`config.mk`:
```
export PLATFORM = sky130hd
export DESIGN_NAME = stream_mux_rr
export DESIGN_NICKNAME = d
export VERILOG_FILES = /design/src/rtl/stream_mux_rr.sv
export SDC_FILE = /design/constraint.sdc
export NUM_CORES = 1
export LEC_CHECK = 0
export ABC_AREA = 1
export ABC_CLOCK_PERIOD_IN_PS = 2300
export CAP_MARGIN = 5
export CORE_MARGIN = 5
export CORE_UTILIZATION = 35
export DETAILED_ROUTE_END_ITERATION = 12
export DONT_BUFFER_PORTS = 1
export PLACE_DENSITY_LB_ADDON = 0.2
export SLEW_MARGIN = 10
export SYNTH_ARGS = -nofsm -noshare
export SYNTH_HDL_FRONTEND = slang
export SYNTH_SLANG_ARGS = --single-unit
```
`constraint.sdc`:
```
create_clock -name clk -period 2.3 [get_ports clk]
set_clock_uncertainty 0.2 [all_clocks]
set_input_delay 0.46 -clock clk [delete_from_list [all_inputs] [get_ports clk]]
set_output_delay 0.46 -clock clk [all_outputs]
set_load 0.01 [all_outputs]
```
`src/rtl/stream_mux_rr.sv`:
```
// stream_mux_rr
// N-input, WIDTH-bit valid/ready stream multiplexer with one registered
// output stage. The source channel is picked either by an explicit select
// (mode=0) or by a round-robin arbiter that starts scanning at a rotating
// pointer (mode=1).
//
// Ports:
//   clk        rising-edge clock
//   rst_n      synchronous active-low reset
//   mode       0 = fixed select, 1 = round-robin
//   sel        channel index used in fixed mode
//   in_valid   per-channel valid, bit i = channel i
//   in_data    channel i at bits [i*WIDTH +: WIDTH]
//   in_ready   per-channel ready (combinational, only the chosen channel)
//   out_valid  output register holds a beat
//   out_data   registered data
//   out_src    channel index that supplied out_data
//   out_ready  downstream accepts the beat when out_valid && out_ready
module stream_mux_rr #(
  parameter int WIDTH = 8,
  parameter int N = 4,
  localparam int SW = (N > 1) ? $clog2(N) : 1
) (
  input  logic               clk,
  input  logic               rst_n,
  input  logic               mode,
  input  logic [SW-1:0]      sel,
  input  logic [N-1:0]       in_valid,
  input  logic [N*WIDTH-1:0] in_data,
  output logic [N-1:0]       in_ready,
  output logic               out_valid,
  output logic [WIDTH-1:0]   out_data,
  output logic [SW-1:0]      out_src,
  input  logic               out_ready
);

  logic             load_en_s;
  logic             rr_found_s;
  logic [SW-1:0]    rr_idx_s;
  logic [SW-1:0]    cand_s;
  logic             sel_ok_s;
  logic             chosen_vld_s;
  logic [SW-1:0]    chosen_idx_s;
  logic [WIDTH-1:0] chosen_data_s;
  logic             xfer_s;
  logic [SW-1:0]    ptr_r;
  logic [WIDTH-1:0] ch_data_s [N];

  // The register can take a new beat when it is empty or being drained now.
  assign load_en_s = !out_valid || out_ready;

  // sel may exceed N-1 when N is not a power of two; such a select picks nothing.
  assign sel_ok_s = (int'(sel) < N);

  // Split the flat input data bus into per-channel words.
  always_comb begin
    for (int i = 0; i < N; i++) begin
      ch_data_s[i] = in_data[i*WIDTH +: WIDTH];
    end
  end

  // Round-robin scan: first valid channel at or after ptr, wrapping mod N.
  always_comb begin
    rr_found_s = 1'b0;
    rr_idx_s   = '0;
    cand_s     = '0;
    for (int k = 0; k < N; k++) begin
      cand_s = SW'((int'(ptr_r) + k) % N);
      if (!rr_found_s && in_valid[cand_s]) begin
        rr_found_s = 1'b1;
        rr_idx_s   = cand_s;
      end else begin
        rr_found_s = rr_found_s;
      end
    end
  end

  // Pick the channel for this cycle according to mode.
  always_comb begin
    chosen_vld_s = 1'b0;
    chosen_idx_s = '0;
    if (mode) begin
      chosen_vld_s = rr_found_s;
      chosen_idx_s = rr_idx_s;
    end else begin
      chosen_vld_s = sel_ok_s;
      chosen_idx_s = sel;
    end
  end

  assign chosen_data_s = ch_data_s[chosen_idx_s];

  // Only the chosen channel sees ready; in fixed mode this is independent
  // of that channel's valid so a producer can wait on ready.
  always_comb begin
    in_ready = '0;
    if (rst_n && chosen_vld_s && load_en_s) begin
      in_ready[chosen_idx_s] = 1'b1;
    end else begin
      in_ready = '0;
    end
  end

  assign xfer_s = rst_n && chosen_vld_s && load_en_s && in_valid[chosen_idx_s];

  // Output register and round-robin pointer.
  always_ff @(posedge clk) begin
    if (!rst_n) begin
      out_valid <= 1'b0;
      out_data  <= '0;
      out_src   <= '0;
      ptr_r     <= '0;
    end else begin
      if (xfer_s) begin
        out_valid <= 1'b1;
        out_data  <= chosen_data_s;
        out_src   <= chosen_idx_s;
      end else if (load_en_s) begin
        // Drained (or already empty) with nothing new: data/src keep last value.
        out_valid <= 1'b0;
      end else begin
        out_valid <= out_valid;
      end
      // Only round-robin grants advance the pointer; fixed-mode traffic leaves it.
      if (xfer_s && mode) begin
        if (chosen_idx_s == SW'(N - 1)) begin
          ptr_r <= '0;
        end else begin
          ptr_r <= chosen_idx_s + SW'(1);
        end
      end else begin
        ptr_r <= ptr_r;
      end
    end
  end

endmodule

```
# --- Word level (Yosys, flattened, before mapping) ---
# Cells that the tools add are included.
word_totals:
  wordCells: 60
  input_bits: 42
  out_inout_bits: 15
  ff_bits: 13
op_classes:
  n_eq_ne: 1
  n_bitwise: 1
  reduce_logical: 14
  muxes: 29
  magnitude_cmp: 7
  n_addsub: 4
ops:
  columns: ["op", "n"]
  rows:
  - ["8-bit binary-select mux with 2-bit select", 1]
  - ["8-bit 2-to-1 mux", 2]
  - ["2-bit by 3-bit < comparator with 1-bit output, second input constant", 5]
  - ["1-bit 2-to-1 mux", 13]
  - ["2-bit 2-to-1 mux", 6]
  - ["1-bit binary-select mux with 2-bit select", 5]
  - ["1-bit logical AND", 8]
  - ["2-bit by 1-bit adder with 2-bit output, second input constant", 2]
  - ["2-bit adder, second input constant", 2]
  - ["1-bit logical NOT", 4]
  - ["4-bit 2-to-1 mux", 1]
  - ["3-bit greater-or-equal comparator, second input constant", 1]
  - ["2-bit inverter with 3-bit output", 1]
  - ["1-bit demux with 2-bit select", 1]
  - ["2-bit == test, second input constant", 1]
  - ["2-bit by 1-bit greater-or-equal comparator with 1-bit output, second input constant", 1]
  - ["2-bit nonzero test", 1]
  - ["1-bit logical OR", 1]

# --- Longest topological paths before layout ---
# Gate-level depths: netlist of run 1.
depth:
  word_depth: 18
  mapped_depth: 19

# --- Worst setup path before layout of run 1 ---
# OpenSTA, ideal clock, no wires.
synth_timing:
  path_kind: "input to output"
  start: "input port in_valid[1]"
  end: "output port in_ready[2]"
  cell_stages: 13
  path_slack_ns: -0.123
  arrival_ns: 1.763
  path_cell_list: "inv_1 nand2_1 nand3_1 nand2_2 nor2_4 nand3_1 nand3_1 nand2_1 nand2_4 buf_4 ha_1 inv_1 nor2_1"
synth_via:
  elab_chain_cells: 18
synth_rtl:
  columns: ["element", "line_no", "text"]
  rows:
  - ["start, declared", "28", "input logic [N-1:0] in_valid,"]
  - ["1-bit binary-select mux with 2-bit select", "69", "if (!rr_found_s && in_valid[cand_s]) begin"]
  - ["1-bit 2-to-1 mux (implied by the code)", "69", null]
  - ["1-bit 2-to-1 mux", "69", null]
  - ["1-bit logical NOT", "69", null]
  - ["1-bit logical AND", "69", null]
  - ["1-bit 2-to-1 mux", "69", null]
  - ["1-bit logical NOT", "69", null]
  - ["1-bit logical AND", "69", null]
  - ["[2 not listed]", null, null]
  - ["1-bit logical AND", "69", null]
  - ["2-bit 2-to-1 mux", "69", null]
  - ["2-bit 2-to-1 mux", "82", "if (mode) begin"]
  - ["2-bit by 3-bit < comparator with 1-bit output (implied by the code) or 2-bit by 1-bit greater-or-equal comparator with 1-bit output (tied branches)", "98", "in_ready[chosen_idx_s] = 1'b1;"]
  - ["1-bit logical AND (implied by the code)", "98", null]
  - ["1-bit 2-to-1 mux (implied by the code)", "98", null]
  - ["1-bit demux with 2-bit select", "98", null]
  - ["4-bit 2-to-1 mux (*)", "97", "if (rst_n && chosen_vld_s && load_en_s) begin"]
  - ["end, declared", "30", "output logic [N-1:0] in_ready,"]
# Every way passes the cells marked *; elsewhere a longest branch is shown, timed or not. The select of a mux whose other input is x is not followed.

# --- Final worst setup path of run 1 ---
layout_timing:
  start: "register ptr_r[0]"
  end: "output port in_ready[3]"
layout_via:
  elab_chain_cells: 18
layout_rtl:
  columns: ["element", "line_no", "text"]
  rows:
  - ["start, declared", "46", "logic [SW-1:0] ptr_r;"]
  - ["start signal, assigned", "129", "ptr_r <= chosen_idx_s + SW'(1);"]
  - ["start signal, assigned", "132", "ptr_r <= ptr_r;"]
  - ["parallel branches: the longest is 17 deep, another holds 2-bit by 1-bit adder with 2-bit output", null, null]
  - ["4-bit 2-to-1 mux (*)", "97", null]
# Every way passes the cells marked *. The select of a mux whose other input is x is not followed.

==> flow_summary.toml, run 1 <==
[routing]
via_per_inst = 4.87
drc_errors = 0
wirelength_um = 3750
via_count = 1363
top_layer = "met4"
drtPass1Iterations = 4
dr_wl_met2_um = 1960
wl_met3_um = 212
drtAntennaViolNets = 0
drt_iter0_drc = 31
wl_per_cell_um = 13.4
wl_met1_um = 1560

[pwr]
pwr-share-clk = 0.178
intPower_mw = 0.688
leakage_nw = 0.827
switching_share = 0.429
comb_power_share = 0.570
share_seq_of_total_power = 0.252
finalPower_mw = 1.21
ir_worst_vdd_mv = 0.339
powerDensity_mw_per_mm2 = 669
p_sw_mw = 0.517

[clock_network]
cts_tree = "done"
numCtsBuffers = 3
cts_root_buffer = "clkbuf_8"
cts.sinks = 13
cts_htree_levels = 1
clk_pin_slew_ps = 60
clock_latency_ps = 240
clock_tree.buffer_depth = 2

[timing]
worst_pin_slew_ps = 217
max_freq_mhz = 405
final_hold_viol_count = 0
max_slew_margin = 0.855
slew_viol_final = 0
grt_setup_unrepaired = "true"
min_period_ps = 2470
min_period_over_period = 1.07
worst_slack_ps = -169
whs_ps = 125
setup_viol = 15

[grt]
grt_max_degree = 12
grt_pass1_vias = 1366
antenna_found_initial = 0
grtUsageTotal = 0.146
grt_overflow_total = 0
grt_pass1_wl_um = 6030

[die]
core-area_mm2 = 0.00361
dieArea_mm2 = 0.00500
io_pins = 57
fp.dieW_um = 70.7
die_y_um = 70.7
start_util = 0.358
rows = 22

[final_layout]
stdcell_count = 280
fill_cells = 367
antenna_cells = 0
layout-drive-gt1-share = 0.461
syn_to_final_growth_pct = 39.7
nets = 277
layout_common_cells = "nand2_1 (49), nand2_2 (23), buf_4 (22)"
final_util = 0.500
final_common_cell = "nand2_1"
multiInputGateArea_mm2 = 0.00106
regArea_um2 = 263

[logic_synthesis]
syn_avg_cell_area_um2 = 6.32
ys_seq_area_frac = 0.202
netlist_area_mm2 = 0.00129
yosysWarnings = 0
syn-num-nets = 248
ys_seq_elements = 13
syn_inst = 204
synth_cell_types = 24

[run_status]
status = "complete, but fails checks"
failed_checks = "setup timing"

[critical_path]
worstSetupEndpointType = "output pin"
cp_slowest_cell = "dfxtp_2"
start_kind = "flop"
cp_top_family = "simple AND/OR/NAND/NOR gates"
cp_data_required_time_ps = 1640
critPathMaxStageDelay_ps = 340
cp_max_fo = 6
crit_type = "reg -> out"
path_cells = "buf_6, inv_6, nand2_1, nand2_2, nand2_1, nand2_2, nand2_2, nand2_1, nand2_1, nand3_4, nand2_4, inv_6, ha_4, inv_2, nor2_4"
critPathBufInv = 4
cp_common_cell = "nand2_1"
critical_path_arrival_ps = 1810

[placement]
dp_slack_ps = -66.3
gp_congestion = 0.810
dp.final_hpwl_um = 2900
dpl.cell_count = 267
io_buffers = 0

[worst_hold_path]
hold_path_class = "in -> reg"

[flow_run]
cap_violations = 0
final cells by class:
cell class | count | share of cell area
timing repair buffer | 30 | 0.156
multi-input combinational | 164 | 0.590
inverter | 20 | 0.0472
tap | 48 | 0.0333
timing repair inverter | 1 | 0.00208
sequential | 13 | 0.146
clock buffer | 4 | 0.0250
kinds of logic (layout without fill, tap and decap cells):
group / after synthesis / after routing / share of synthesized area
simple gates: 143 / 143 / 0.564
compound gates: 19 / 19 / 0.101
flops: 13 / 13 / 0.202
buf+inv: 27 / 55 / 0.114
fa+ha+maj: 2 / 2 / 0.0194
repair_timing:
item | CTS | global route
gates cloned | 1 | 0
pin swaps | 17 | 13
hold endpoints to repair | 0 | 0
setup buffers | 7 | 1
resized for setup | 26 | 21
hold buffers | 0 | 0
endpoints found under the setup margin | 12 | 17
synth_stat cells, drive strengths merged:
cell type / number / area [um^2]
nand3: 24 / 153
inv: 20 / 80.1
dfxtp: 13 / 260
a21oi: 3 / 15.0
nand4: 1 / 6.26
ha: 2 / 25.0
o21ai: 8 / 40.0
clkbuf: 1 / 3.75
nor3: 2 / 10.0
or2: 8 / 50.1
buf: 6 / 63.8
o211ai: 8 / 75.1
nand2: 80 / 368
nor2: 28 / 140
flip-flops by register name (all words and copies together) (netlist names):
register and flops:
out_src 2, out_valid 1, out_data 8, ptr_r 2
power by group through the flow:
stage	logic, mW	clock network, mW	registers (mW)
after global routing	0.755	0.231	0.308
after CTS	0.642	0.218	0.304
after detailed placement	0.568	0	0.308
final	0.687	0.214	0.303
after global placement	0.569	0	0.308
after floorplan	0.423	0	0.299
metal layers:
layer	up-vias	track usage
li1	704	-
met1	623	0.173
met2	34	0.266
met3	2	0.0369
met4	0	0.0251
met5	-	0
stage by stage:
stage               instance area [um^2]  setup TNS [ps]
floorplan                           1330           -25.3
global placement                    1520            -297
detailed placement                  1520            -342
CTS                                 1700            -999
global route                        1800           -3170
finish                              1800           -1230
path summary, 6_finish.rpt:
| path | to | start | slack [ps] | cells past startpoint |
|---|---|---|---|---|
| max | in_ready[3] | ptr_r[0] | -170 | 15 |
| max reg2reg | out_data[5] | ptr_r[0] | -110 | 18 |
| min reg2reg | out_src[0] | out_src[0] | 320 | 2 |
| min | ptr_r[1] | rst_n | 130 | 2 |
(Power assumes the default switching activity.)
==> run 2, diff against run 1 <==
==> constraint.sdc (replaced) <==
create_clock -name clk -period 2.3 [get_ports clk]
set_clock_uncertainty 0.2 [all_clocks]
set_input_delay 0.46 -clock clk [delete_from_list [all_inputs] [get_ports clk]]
set_output_delay 0.46 -clock clk [all_outputs]
set_load 0.005 [all_outputs]
==> flow_summary.toml, run 2 (synthesized netlist as in run 1, its figures left out) <==
[final_layout]
final_common_cell = "nand2_1"
multiInputGateArea_um2 = 986
regArea_um2 = 265
layout-drive-gt1-share = 0.409
largest_reg_flops = 8
antenna_cells = 0
fill_cells = 362
top_register = "out_data"
stdcell_count = 280
final_util = 0.480
top_regs = "out_data (8), out_src (2), ptr_r (2)"
nets = 277
design_area_mm2 = 0.00173
syn_to_final_growth_pct = 34.2
layout_common_cells = "nand2_1 (55), buf_4 (24), nand2_2 (20)"

[routing]
via_per_inst = 4.72
wl_per_cell_um = 13.0
drc_errors = 0
wirelength_um = 3640
drt_iter0_drc = 27
via_count = 1321
drtPass1Iterations = 4
drtAntennaViolNets = 0

[critical_path]
path_cells = "buf_12, nand2_1, nand3_2, nand2_2, inv_2, nand3_2, nor2_4, nor2_4, nand2_4, inv_6, ha_1, inv_1, nor2_2"
critical_path_arrival_ps = 1800
r2r_slack_ps = -100
cp_max_fo = 10
r2r_end = "out_data[5]"
cp_slowest_cell = "dfxtp_2"
r2r_cells = 16
critPathMaxStageDelay_ps = 330
cp_data_required_time_ps = 1640
start_kind = "flop"
crit_type = "reg -> out"
worstSetupEndpointType = "output pin"
rr_startpoint = "ptr_r[0]"

[worst_hold_path]
holdPathEnd = "ptr_r[1]"
hold_path_class = "in -> reg"
hold_depth = 2
worstHoldStart = "rst_n"

[placement]
gp_congestion = 0.813
io_buffers = 0
dpl.cell_count = 265
dpl_cell_area_mm2 = 0.00149
dp.final_hpwl_um = 2800
dp_slack_ps = -48.5

[die]
core-area_mm2 = 0.00361
rows = 22
start_util = 0.358
fp.dieW_um = 70.7
io_pins = 57
die_y_um = 70.7
dieArea_mm2 = 0.00500

[run_status]
status = "complete, but fails checks"
failed_checks = "setup timing"

[timing]
min_period_over_period = 1.07
worst_pin_slew_ps = 203
grt_setup_unrepaired = "true"
fin_setup_tns_ps = -732
slew_viol_final = 0
max_slew_margin = 0.864
min_period_ps = 2460
whs_ps = 122
worst_slack_ps = -160
setup_viol = 14
max_freq_mhz = 406
final_hold_viol_count = 0

[clock_network]
cts_hold_buf = 0
clock_tree.buffer_depth = 2
cts.sinks = 13
clock_latency_ps = 250
numCtsBuffers = 3
cts_tree = "done"
cts_htree_levels = 1
cts_root_buffer = "clkbuf_8"
clk_pin_slew_ps = 60

[pwr]
finalPower_mw = 1.17
ir_worst_vdd_mv = 0.262
powerDensity_mw_per_mm2 = 674
leakage_nw = 0.822

[grt]
grt_overflow_total = 0
antenna_found_initial = 0
grt_pass1_vias = 1301
grt_max_degree = 12
grtUsageTotal = 0.142
grt_pass1_wl_um = 5770

[flow_run]
cap_violations = 0
[run 2: how the worst max path moves through the flow]
stage | from | depth (start not counted) | slack, ps | end
after CTS | ptr_r[0] | 14 | -150 | in_ready[1]
after global placement | ptr_r[1] | 13 | -70 | in_ready[2]
after floorplan | in_valid[1] | 14 | 2 | in_ready[3]
after detailed placement | ptr_r[1] | 13 | -50 | in_ready[3]
final | ptr_r[0] | 13 | -160 | in_ready[3]
after global routing | ptr_r[0] | 15 | -290 | in_ready[3]
[run 2: critical path: cells and delay by family (launching register included)]
family	cells	cell delay (ps)
AND/OR/NAND/NOR	8	760
flip-flops	1	330
adder cells (fa/ha/maj)	1	140
buffers and inverters	4	320
[run 2: what timing repair did]
item	in CTS	in global routing
endpoints found under the hold margin	0	0
resized for setup	18	17
setup buffers	10	1
pin swaps	5	3
endpoints found under the setup margin	9	17
[run 2: report_power, final]
part           switching [mW]  internal (mW)  leakage, nW
Clock                  0.0935          0.123       0.0228
Combinational           0.361          0.298        0.691
Sequential             0.0314          0.262        0.108
Total                   0.486          0.682        0.822
[run 2: layout make-up]
cell class                      instances  share of cell area
Clock buffer                            4              0.0260
Inverter                               20              0.0520
Multi-Input combinational cell        164               0.569
Sequential cell                        13               0.153
Tap cell                               48              0.0347
Timing Repair Buffer                   31               0.165
[run 2: routing by layer]
layer	global-route usage	part of all wire
met3	0.0341	0.056
met1	0.171	0.42
met2	0.245	0.50
met4	0.0459	0.016
met5	0	0
==> run 3, diff against run 2 <==
--- a/config.mk
+++ b/config.mk
@@ -13,6 +13,7 @@
 export DETAILED_ROUTE_END_ITERATION = 12
 export DONT_BUFFER_PORTS = 1
 export PLACE_DENSITY_LB_ADDON = 0.2
+export REMOVE_ABC_BUFFERS = 1
 export SLEW_MARGIN = 10
 export SYNTH_ARGS = -nofsm -noshare
 export SYNTH_HDL_FRONTEND = slang
==> flow_summary.toml, run 3 (synthesized netlist as in run 1, its figures left out) <==
[clock_network]
clk_pin_slew_ps = 50
cts_htree_levels = 1
clock_tree.buffer_depth = 2
cts_root_buffer = "clkbuf_8"
numCtsBuffers = 3
clock_latency_ps = 240
cts.sinks = 13
cts_tree = "done"

[critical_path]
crit_cells = 12
start_kind = "flop"
cp_top_family = "simple AND/OR/NAND/NOR gates"
cp_data_required_time_ps = 1640
critical_path_arrival_ps = 1800
r2r_slack_ps = -120
critPathMaxStageDelay_ps = 430
worstSetupEndpointType = "output pin"
cp-startpoint = "ptr_r[0]"
cp_slowest_cell = "dfxtp_4"
r2r_end = "out_src[0]"
crit_type = "reg -> out"
cp_max_fo = 6
path_cells = "buf_6, nand2_4, nand2_4, nand2_2, nand2_2, inv_2, nand2_2, nor2_4, nor2_4, nand2_4, buf_4, nor3_4"
rr_startpoint = "ptr_r[0]"
crit_path_end = "in_ready[1]"
critPathBufInv = 3
r2r_cells = 17

[final_layout]
final_common_cell = "nand2_1"
antenna_cells = 0
fill_cells = 375
largest_reg_flops = 8
design_area_mm2 = 0.00182
layout-drive-gt1-share = 0.481
nets = 278
syn_to_final_growth_pct = 41.1
top_register = "out_data"
top_regs = "out_data (8), out_src (2), ptr_r (2)"
layout_common_cells = "nand2_1 (43), nand2_2 (27), buf_4 (24)"

[routing]
via_count = 1349
wirelength_um = 3780
drtPass1Iterations = 4
drtAntennaViolNets = 0
via_per_inst = 4.80
wl_per_cell_um = 13.4
drt_iter0_drc = 39
drc_errors = 0

[grt]
grtUsageTotal = 0.151
grt_max_degree = 12
gr-max-usage-layer = "met2"
antenna_found_initial = 0
use_met2 = 0.270
grt_pass1_vias = 1402
grtUsageMet1 = 0.177
grt_overflow_total = 0
grt_pass1_wl_um = 6240
grt_use_met3 = 0.0568

[timing]
setup_viol = 16
max_slew_margin = 0.864
grt_setup_unrepaired = "true"
min_period_ps = 2460
min_period_over_period = 1.07
slew_viol_final = 0
worst_pin_slew_ps = 204
whs_ps = 123
max_freq_mhz = 407
final_hold_viol_count = 0
worst_slack_ps = -156

[die]
fp.dieW_um = 70.7
io_pins = 57
rows = 22
die_y_um = 70.7
core-area_mm2 = 0.00361
start_util = 0.358
dieArea_mm2 = 0.00500

[pwr]
leakage_nw = 0.836
finalPower_mw = 1.18
powerDensity_mw_per_mm2 = 648
ir_worst_vdd_mv = 0.482

[run_status]
status = "complete, but fails checks"
failed_checks = "setup timing"

[placement]
io_buffers = 0
dp_slack_ps = -108
dpl_cell_area_mm2 = 0.00145
dp.final_hpwl_um = 2810
gp_congestion = 0.874

[worst_hold_path]
hold_path_class = "in -> reg"

[flow_run]
cap_violations = 0
## run 3: cell count changes in the layout (fill, tap and decap cells not counted), moves of 3 or more
cell / before / now
inv_1: 15 / 11
buf_12: 3 / 0
o21ai_1: 8 / 4
nor2_2: 7 / 1
nand2_4: 5 / 10
inv_2: 2 / 5
nand2_2: 20 / 27
o21ai_2: 0 / 4
nor2_1: 16 / 20
nand2_1: 55 / 43
## run 3: worst min path at each step
stage	from	to	cells after the start
detailed placement	out_src[0]	out_src[0]	2
global route	rst_n	out_data[1]	2
floorplan	out_src[0]	out_src[0]	2
finish	rst_n	out_data[5]	2
global placement	out_src[1]	out_src[1]	2
CTS	rst_n	ptr_r[1]	2
## run 3: timing repair
item / CTS / global route
setup buffers: 13 / 1
hold buffers: 0 / 0
setup endpoints to repair: 14 / 17
cloned: 0 / 1
gates resized for setup: 43 / 30
pin swaps: 24 / 30
## run 3: stage by stage
stage,setup TNS [ps],instances,utilization
2_1_floorplan,-157,197,-
3_3_place_gp,-611,266,0.403
3_5_place_dp,-710,266,0.403
4_1_cts,-1590,281,0.475
5_1_grt,-3780,281,0.505
6_report,-1530,281,0.505
## run 3: area by class of cell
class | instances | area, um^2 | area share
clock buffer | 4 | 45.0 | 0.0247
multi-input combinational | 165 | 1090 | 0.597
tap | 48 | 60.1 | 0.0330
timing repair buffer | 31 | 263 | 0.144
sequential | 13 | 268 | 0.147
inverter | 20 | 97.6 | 0.0536
## run 3: metal layers
layer  vias to the layer above  share of wire
li1                        706              -
met1                       603           0.42
met2                        38           0.52
met3                         2          0.064
met4                         0         0.0029
met5                         -              0
## run 3: worst register-to-register path, stage by stage (launching register included)
cell	delay, ps
dfxtp_4	430
nand2_1	130
nand3_2	110
nand2_2	80
inv_2	80
nand3_2	90
nor2_4	130
nor2_4	60
nand2_4	130
buf_6	120
buf_8	110
nand2_4	50
nand3_4	120
nand2_4	70
nor2_4	140
buf_6	140
nand2_2	50
a21oi_2	130
## run 3: where the power goes
part	internal, mW	switching [mW]
clock	0.122	0.0819
combinational	0.297	0.380
sequential	0.262	0.0369
